[config.mk]
export PLATFORM = sky130hd
export DESIGN_NAME = ccu_clk_ctrl
export DESIGN_NICKNAME = d
export VERILOG_FILES = /design/src/rtl/ccu_pkg.sv /design/src/rtl/ccu_slice.sv /design/src/rtl/ccu_clk_ctrl.sv
export SDC_FILE = /design/constraint.sdc
export NUM_CORES = 1
export LEC_CHECK = 0
export CAP_MARGIN = 5
export CORE_UTILIZATION = 45
export CTS_BUF_LIST = sky130_fd_sc_hd__clkbuf_8
export DETAILED_ROUTE_END_ITERATION = 7
export PLACE_DENSITY_LB_ADDON = 0.2
export SLEW_MARGIN = 5
export SYNTH_ARGS = -nofsm -noshare
export SYNTH_HDL_FRONTEND = slang
export SYNTH_SLANG_ARGS = --single-unit
[constraint.sdc]
create_clock -name clk -period 5.4 [get_ports clk]
set_input_delay 0.81 -clock clk [delete_from_list [all_inputs] [get_ports clk]]
set_output_delay 0.81 -clock clk [all_outputs]
set_load 0.005 [all_outputs]
[src/rtl/ccu_pkg.sv]
// Shared types and defaults for the clock control unit.
// The macro CCU_PROTO_CHK_EN enables the handshake protocol checker in ccu_clk_ctrl.
package ccu_pkg;

    typedef enum logic [1:0] {
        OFF   = 2'd0,
        WAKE  = 2'd1,
        ON    = 2'd2,
        SLEEP = 2'd3
    } ccu_state_e;

    localparam int unsigned CCU_NUM_SLICES    = 7;
    localparam int unsigned CCU_ACK_DLY       = 20;
    localparam int unsigned CCU_DEASSERT_DLY  = 30;
    localparam int unsigned CCU_CLK_DIV       = 1;
    localparam int unsigned CCU_USYNC_PERIOD  = 16;

    // Bits needed to hold the values 0..max_val-1.
    function automatic int unsigned ccu_cnt_w(input int unsigned max_val);
        return (max_val <= 2) ? 1 : $clog2(max_val);
    endfunction

endpackage

[src/rtl/ccu_slice.sv]
// One clock slice: request FSM, wake/sleep delay counter, divider and
// flop-based clock gate.
module ccu_slice
    import ccu_pkg::*;
#(
    parameter int unsigned ACK_DLY      = CCU_ACK_DLY,
    parameter int unsigned DEASSERT_DLY = CCU_DEASSERT_DLY,
    parameter int unsigned CLK_DIV      = CCU_CLK_DIV,
    parameter int unsigned CW           = 5,
    parameter int unsigned DW           = 1
) (
    input  logic       clk,
    input  logic       rst,
    input  logic       clkreq,
    input  logic       global_rst_b,
    input  logic       pwell_pok,
    output logic       slice_clk,
    output logic       clkack,
    output ccu_state_e state
);

    logic          eff_req;
    logic          div_en;
    logic [CW-1:0] cnt;
    logic [DW-1:0] div;

    assign eff_req = pwell_pok & (clkreq | ~global_rst_b);
    // A high phase is always completed, so the clock only ever stops low.
    assign div_en  = (state == ON) | slice_clk;

    always_ff @(posedge clk) begin
        if (rst || !pwell_pok) begin
            state     <= OFF;
            cnt       <= '0;
            div       <= '0;
            slice_clk <= 1'b0;
            clkack    <= 1'b0;
        end else begin
            if (div_en) begin
                if (div == DW'(CLK_DIV - 1)) begin
                    div       <= '0;
                    slice_clk <= ~slice_clk;
                end else begin
                    div <= div + DW'(1);
                end
            end

            // Transitions always run to completion; a changed request is
            // picked up from the following stable state.
            case (state)
                OFF: begin
                    if (eff_req) begin
                        state <= WAKE;
                        cnt   <= CW'(ACK_DLY - 1);
                    end
                end
                WAKE: begin
                    if (cnt == '0) begin
                        state  <= ON;
                        clkack <= 1'b1;
                    end else begin
                        cnt <= cnt - CW'(1);
                    end
                end
                ON: begin
                    if (!eff_req) begin
                        state <= SLEEP;
                        cnt   <= CW'(DEASSERT_DLY - 1);
                    end
                end
                SLEEP: begin
                    if (cnt == '0) begin
                        state  <= OFF;
                        clkack <= 1'b0;
                    end else begin
                        cnt <= cnt - CW'(1);
                    end
                end
                default: state <= OFF;
            endcase
        end
    end

endmodule

[src/rtl/ccu_clk_ctrl.sv]
// Clock control unit: NUM_SLICES independent slices, shared usync counter.
// Define CCU_PROTO_CHK_EN to build the sticky clkreq protocol checker.
module ccu_clk_ctrl
    import ccu_pkg::*;
#(
    parameter int unsigned NUM_SLICES   = CCU_NUM_SLICES,
    parameter int unsigned ACK_DLY      = CCU_ACK_DLY,
    parameter int unsigned DEASSERT_DLY = CCU_DEASSERT_DLY,
    parameter int unsigned CLK_DIV      = CCU_CLK_DIV,
    parameter int unsigned USYNC_PERIOD = CCU_USYNC_PERIOD
) (
    input  logic                  clk,
    input  logic                  rst,
    input  logic [NUM_SLICES-1:0] clkreq,
    input  logic [NUM_SLICES-1:0] global_rst_b,
    input  logic [NUM_SLICES-1:0] pwell_pok,
    output logic [NUM_SLICES-1:0] slice_clk,
    output logic [NUM_SLICES-1:0] clkack,
    output logic [NUM_SLICES-1:0] usync,
    output logic                  proto_err
);

    localparam int unsigned MAX_DLY = (ACK_DLY > DEASSERT_DLY) ? ACK_DLY : DEASSERT_DLY;
    localparam int unsigned CW      = ccu_cnt_w(MAX_DLY);
    localparam int unsigned DW      = ccu_cnt_w(CLK_DIV);
    localparam int unsigned UW      = ccu_cnt_w(USYNC_PERIOD);

    ccu_state_e            st [NUM_SLICES];
    logic [NUM_SLICES-1:0] on_vec;
    logic [UW-1:0]         ucnt;

    for (genvar i = 0; i < NUM_SLICES; i++) begin : g_slice
        ccu_slice #(
            .ACK_DLY      (ACK_DLY),
            .DEASSERT_DLY (DEASSERT_DLY),
            .CLK_DIV      (CLK_DIV),
            .CW           (CW),
            .DW           (DW)
        ) u_slice (
            .clk          (clk),
            .rst          (rst),
            .clkreq       (clkreq[i]),
            .global_rst_b (global_rst_b[i]),
            .pwell_pok    (pwell_pok[i]),
            .slice_clk    (slice_clk[i]),
            .clkack       (clkack[i]),
            .state        (st[i])
        );
        assign on_vec[i] = (st[i] == ON);
    end

    always_ff @(posedge clk) begin
        if (rst) begin
            ucnt  <= '0;
            usync <= '0;
        end else if (ucnt == UW'(USYNC_PERIOD - 1)) begin
            ucnt  <= '0;
            usync <= on_vec;
        end else begin
            ucnt  <= ucnt + UW'(1);
            usync <= '0;
        end
    end

`ifdef CCU_PROTO_CHK_EN
    logic [NUM_SLICES-1:0] req_q;
    logic [NUM_SLICES-1:0] viol;

    // clkreq must hold steady through a transition and must not drop while
    // the slice is already off and powered.
    always_comb begin
        viol = '0;
        for (int i = 0; i < NUM_SLICES; i++) begin
            viol[i] = (((st[i] == WAKE) || (st[i] == SLEEP)) && (clkreq[i] != req_q[i]))
                    || ((st[i] == OFF) && pwell_pok[i] && req_q[i] && !clkreq[i]);
        end
    end

    always_ff @(posedge clk) begin
        if (rst) begin
            req_q     <= '0;
            proto_err <= 1'b0;
        end else begin
            req_q <= clkreq;
            if (|viol) proto_err <= 1'b1;
        end
    end
`else
    assign proto_err = 1'b0;
`endif

endmodule

# Yosys cells after proc, flatten, opt, wreduce, memory -nomap -nowiden
# Index checks and enable logic that the tools add are counted.
# op_classes
n_mul	0
eq_ne	57
mux	91
n_shift	0
reduce_logical	72
order_cmp	0
n_bitwise	43
n_div	0
addsub	15
# ops
op	count
$mux W5	21
$pmux W5 S3	7
$mux W2	28
$pmux W2 S4	7
$ne A2 B1 Y1 const B	21
$reduce_and A3 Y1	14
$logic_not A5 Y1	7
$sub A5 B1 Y5 const B	7
$eq A2 B2 Y1 const B	14
$ne A2 B2 Y1 const B	14
$reduce_and A4 Y1	7
$not A1 Y1	22
$mux W1	21
$reduce_or A2 Y1	9
$eq A2 B1 Y1 const B	7
$logic_not A2 Y1	7
$or A1 B1 Y1	14
$pmux W1 S2	7
$reduce_and A2 Y1	7
$reduce_bool A2 Y1	7
$add A1 B1 Y1 const B	7
$and A1 B1 Y1	7
$logic_not A1 Y1	7
$logic_or A1 B1 Y1	7
2 further kinds	2
# word_totals
output_inout_bits	22
ramBits	0
input_bits	23
regBits	81
n_memories	0
word_cells	315
mem_bits_ro	0
latch_bits	0

# Longest topological paths before layout
# logic_depth
word_depth	5
depth_mapped	7
ltp_nobuf	6

# Cells and area by module
# Synthesis repeated with hierarchy kept, for this count alone.
# hier_totals
cells_unflattened	531
hier_area_um2	4862.2
# modules_own_cells
module	instances	cells_per_inst	seq_area_each_um2	area_each_um2
ccu_slice (g_slice[0].u_slice ...)	4	73	180.2	655.6
ccu_slice (g_slice[5].u_slice ...)	2	70	180.2	624.3
ccu_slice (g_slice[4].u_slice)	1	69	180.2	616.8
ccu_clk_ctrl	1	30	220.2	374.1

# Worst setup path after synthesis
# Ideal clock, no wire load.
# synth_path
kind	input to register
startpoint	in clkreq[6]
endpoint	reg g_slice[6].u_slice.cnt[4]
setup_slack_ns	3.354
t_arrival_ns	1.957
n_path_buf	2
required_ns	5.311
stages	6
setup_time_ns	0.089
cell_sequence	nand2b_4 and3_4 buf_6 or3_1 buf_6 o32ai_4
# synth_via
elab_chain_len	4
word_cells_on_any_way	5
cone_classes	2 x eq/ne; 2 x bitwise; 1 x reduce/logical
# synth_lines
item	line	text
from (decl)	ccu_clk_ctrl.sv:14	input logic [NUM_SLICES-1:0] clkreq,
$or A1 B1 Y1 *	ccu_slice.sv:27	assign eff_req = pwell_pok & (clkreq | ~global_rst_b);
$and A1 B1 Y1 *	ccu_slice.sv:27	
$ne A2 B1 Y1 (no source line) / $ne A2 B2 Y1 (equally long branches)	n/a	
$reduce_and A3 Y1 (no source line) *	n/a	
to (signal assigned)	ccu_slice.sv:54	cnt <= CW'(ACK_DLY - 1);
to (signal assigned)	ccu_slice.sv:62	cnt <= cnt - CW'(1);
to (signal assigned)	ccu_slice.sv:68	cnt <= CW'(DEASSERT_DLY - 1);
to (decl)	ccu_slice.sv:24	logic [CW-1:0] cnt;
# Every way passes the cells marked *; elsewhere a longest branch is shown, timed or not.
# A chain may end at the register's enable or synchronous reset.

# Worst setup path in the final report
# layout_path
startpoint	in rst
endpoint	reg g_slice[6].u_slice.cnt[2]
# layout_via
elab_chain_len	1
# layout_lines
item	line	text
from (decl)	ccu_clk_ctrl.sv:13	input logic rst,
$logic_or A1 B1 Y1	ccu_slice.sv:32	if (rst || !pwell_pok) begin
# No other way between the ends.

==> flow_summary_export.csv <==
group,metric,value,unit
floorplan,die_h,105,um
routing,wl_per_cell,14.0,um
cts,cts.clk_slew.worst_paths,0.08,ns
floorplan,core_area,10300,sq um
worst_setup_path,worstSetupStartpoint,"rst",
worst_setup_path,end_kind,"flip-flop",
sta,finalCritPeriodShare,43.9,%
worst_setup_path,start_kind,"input port",
routing,drtAntennaViolNets,0,
logic_synthesis,synth_warnings,0,
routing,first_pass_iters,4,
cts,cts.sinks,74,
grt,antenna_found_initial,0,
worst_setup_path,worstSetupPathType,"in2reg",
worst_setup_path,reg2regPathDepth,5,
grt,grt_max_degree,20,
logic_synthesis,ys.flop_type,"dfxtp_1",
cts,cts_made_buffers,9,
cts,cts-root-buf,"clkbuf_8",
power_and_ir_drop,ir_drop,159,uV
sta,worst_pin_slew,0.756,ns
logic_synthesis,synth.largest_area_cell,"dfxtp_1",
min_path,holdCritPathClass,"reg2reg",
power_and_ir_drop,power.leakage,0.00213,uW
sta,fmax,0.422,GHz
grt,grt_pass1_vias,3840,
layout,layout_commonest_cell,"dfxtp_1",
worst_setup_path,crit_fanout,19,
sta,max-slew-margin-rel,49.5,%
routing,viasPerCell,5.63,
worst_setup_path,crit_buf_inv,1,
flow_run,cap_violations,0,
routing,drtIter0Drc,153,
sta,fin_setup_tns,0,ns
sta,finalCriticalPeriod,2.37,ns
logic_synthesis,syn_nets,599,
logic_synthesis,synth-seq-cells,74,
grt,grt_pass1_wl,17.3,mm
cts,clk_latency,0.34,ns
logic_synthesis,yosysUniqueCellTypes,61,
worst_setup_path,arrival,2.63,ns
sta,fin_ws,3.03,ns
grt,gr-total-overflow,0,
floorplan,dieArea,10900,sq um
layout,diodes,0,
placement,port_buffers,43,
logic_synthesis,syn_inst,527,
floorplan,die_w,105,um
routing,routed_wl,9.76,mm
min_path,hp-start,"g_slice[4].u_slice.slice_clk$_SDFFE_PP0P_",
worst_setup_path,slowest_stage,"clkdlybuf4s50_1",
placement,place_ws,2.70,ns
worst_setup_path,crit_required,5.66,ns
routing,route.vias.total,3911,
worst_setup_path,path_cells,"clkdlybuf4s50_1, nor2b_1, o311ai_0, o31ai_2",
worst_setup_path,reg2reg_from,"g_slice[6].u_slice.state[0]$_SDFFE_PP0P_",
sta,rsz0062_at_grt,"no",
worst_setup_path,crit_cells,4,
logic_synthesis,seq_area_frac_synth,31.3,%
logic_synthesis,synth_edf_count,0,
sta,skew,0.00970,ns
floorplan,io_pins,45,
routing,remaining_drc_errors,0,
logic_synthesis,synthTopCellsByArea,"dfxtp_1, ha_1, mux2i_1",
logic_synthesis,syn_area,4730,sq um
logic_synthesis,syn_avg_cell_area,8.98,sq um
grt,grt_use_total,19.0,%
min_path,worstHoldPathCells,1,
cts,postCtsSetupRepairBufs,0,
layout,nets,626,
floorplan,rows,37,
cts,htreeDepth,3,
floorplan,initial_core_util,46.1,%
cts,cts_tree,"yes",
worst_setup_path,critPathTopFamily,"buffers and inverters",
logic_synthesis,synthArstFlopShare,0,%
placement,place_congestion,0.921,
layout,syn_to_final_growth,14.7,%
placement,dp_hpwl,7.23,mm
power_and_ir_drop,p_per_area,269,nW/um^2
sta,fin_hold_ws,0.417,ns
sta,setup_viol,0,
layout,final_core_util,52.8,%
logic_synthesis,synth.top_cell.area_share,31.3,%
status,outcome,"finished, final reports clean",
cts,holdBufCountCts,0,
cts,clk_path_buf_depth,2,
layout,fillers,984,
sta,slew_viol_final,0,
worst_setup_path,cpPeakStageDelay,0.80,ns
sta,hold_violations,0,
cts,cts_resized,0,
layout,final_cell_mix,"dfxtp_1, ha_1, clkdlybuf4s50_1, inv_1, nor2_1",
power_and_ir_drop,power,1460,uW
layout,drive_gt1_share,6.44,%
cells by family after synthesis:
logic type,after synthesis,share of synthesized area (%)
other,1,0.0792
AND/OR/NAND/NOR,167,21.1
XOR/XNOR,5,0.925
multiplexers,18,3.81
AO/OA/AOI/OAI,145,22.9
buffers and inverters,68,6.90
flip-flops,74,31.3
adder cells (fa/ha/maj),49,13.0
worst paths after layout:
check        slack [ns]                                        end
min                0.42  g_slice[4].u_slice.slice_clk$_SDFFE_PP0P_
min reg2reg        0.42  g_slice[4].u_slice.slice_clk$_SDFFE_PP0P_
max reg2reg        3.23     g_slice[6].u_slice.cnt[4]$_SDFFE_PP0P_
max                3.03     g_slice[6].u_slice.cnt[2]$_SDFFE_PP0P_
flip-flops by register name, summed over array words and instances, names as in the netlist:
name	count
usync	7
g_slice.u_slice.cnt	35
ucnt	4
g_slice.u_slice.slice_clk	7
g_slice.u_slice.state	14
g_slice.u_slice.clkack	7
Yosys cell counts, types with 6 or more instances:
library cell	count
o311ai_0	9
nand2b_1	11
a31oi_1	19
a211oi_1	20
a21oi_1	22
inv_1	41
mux2i_1	18
nor4_1	8
nor2_1	32
nor2b_1	12
nor3_1	7
ha_1	49
o21ai_0	12
nand2_1	30
nand3_1	18
and3_1	7
buf_4	15
o31ai_1	13
clkbuf_1	10
nor3b_1	12
dfxtp_1	74
and2_1	6
power by group:
group          internal [uW]  switching [uW]  leakage [uW]
clock network            364             204      0.000138
registers                571            32.1      0.000602
logic                    134             154       0.00139
routing by layer:
| metal | track usage [%] | part of all wire [%] | vias to the layer above |
|---|---|---|---|
| met5 | 0 | 0 | - |
| met4 | 7.65 | 1.4 | 0 |
| met3 | 2.50 | 3.2 | 13 |
| met2 | 31.2 | 48 | 89 |
| met1 | 25.1 | 47 | 1810 |
| li1 | - | - | 1999 |
through the flow:
| step | area, sq um | cells |
|---|---|---|
| after floorplan | 4730 | 527 |
| after global placement | 5160 | 679 |
| after detailed placement | 5160 | 679 |
| after CTS | 5430 | 695 |
| after global routing | 5430 | 695 |
| final | 5430 | 695 |
cell type report:
class	instances	area [sq um]	share of cell area (%)
Clock inverter	6	129	2.37
Tap cell	136	170	3.14
Clock buffer	10	138	2.54
Sequential cell	74	1480	27.3
Timing Repair Buffer	43	430	7.93
Multi-Input combinational cell	385	2930	53.9
Inverter	41	154	2.84
Note: power is estimated with default switching activity, not from simulation.
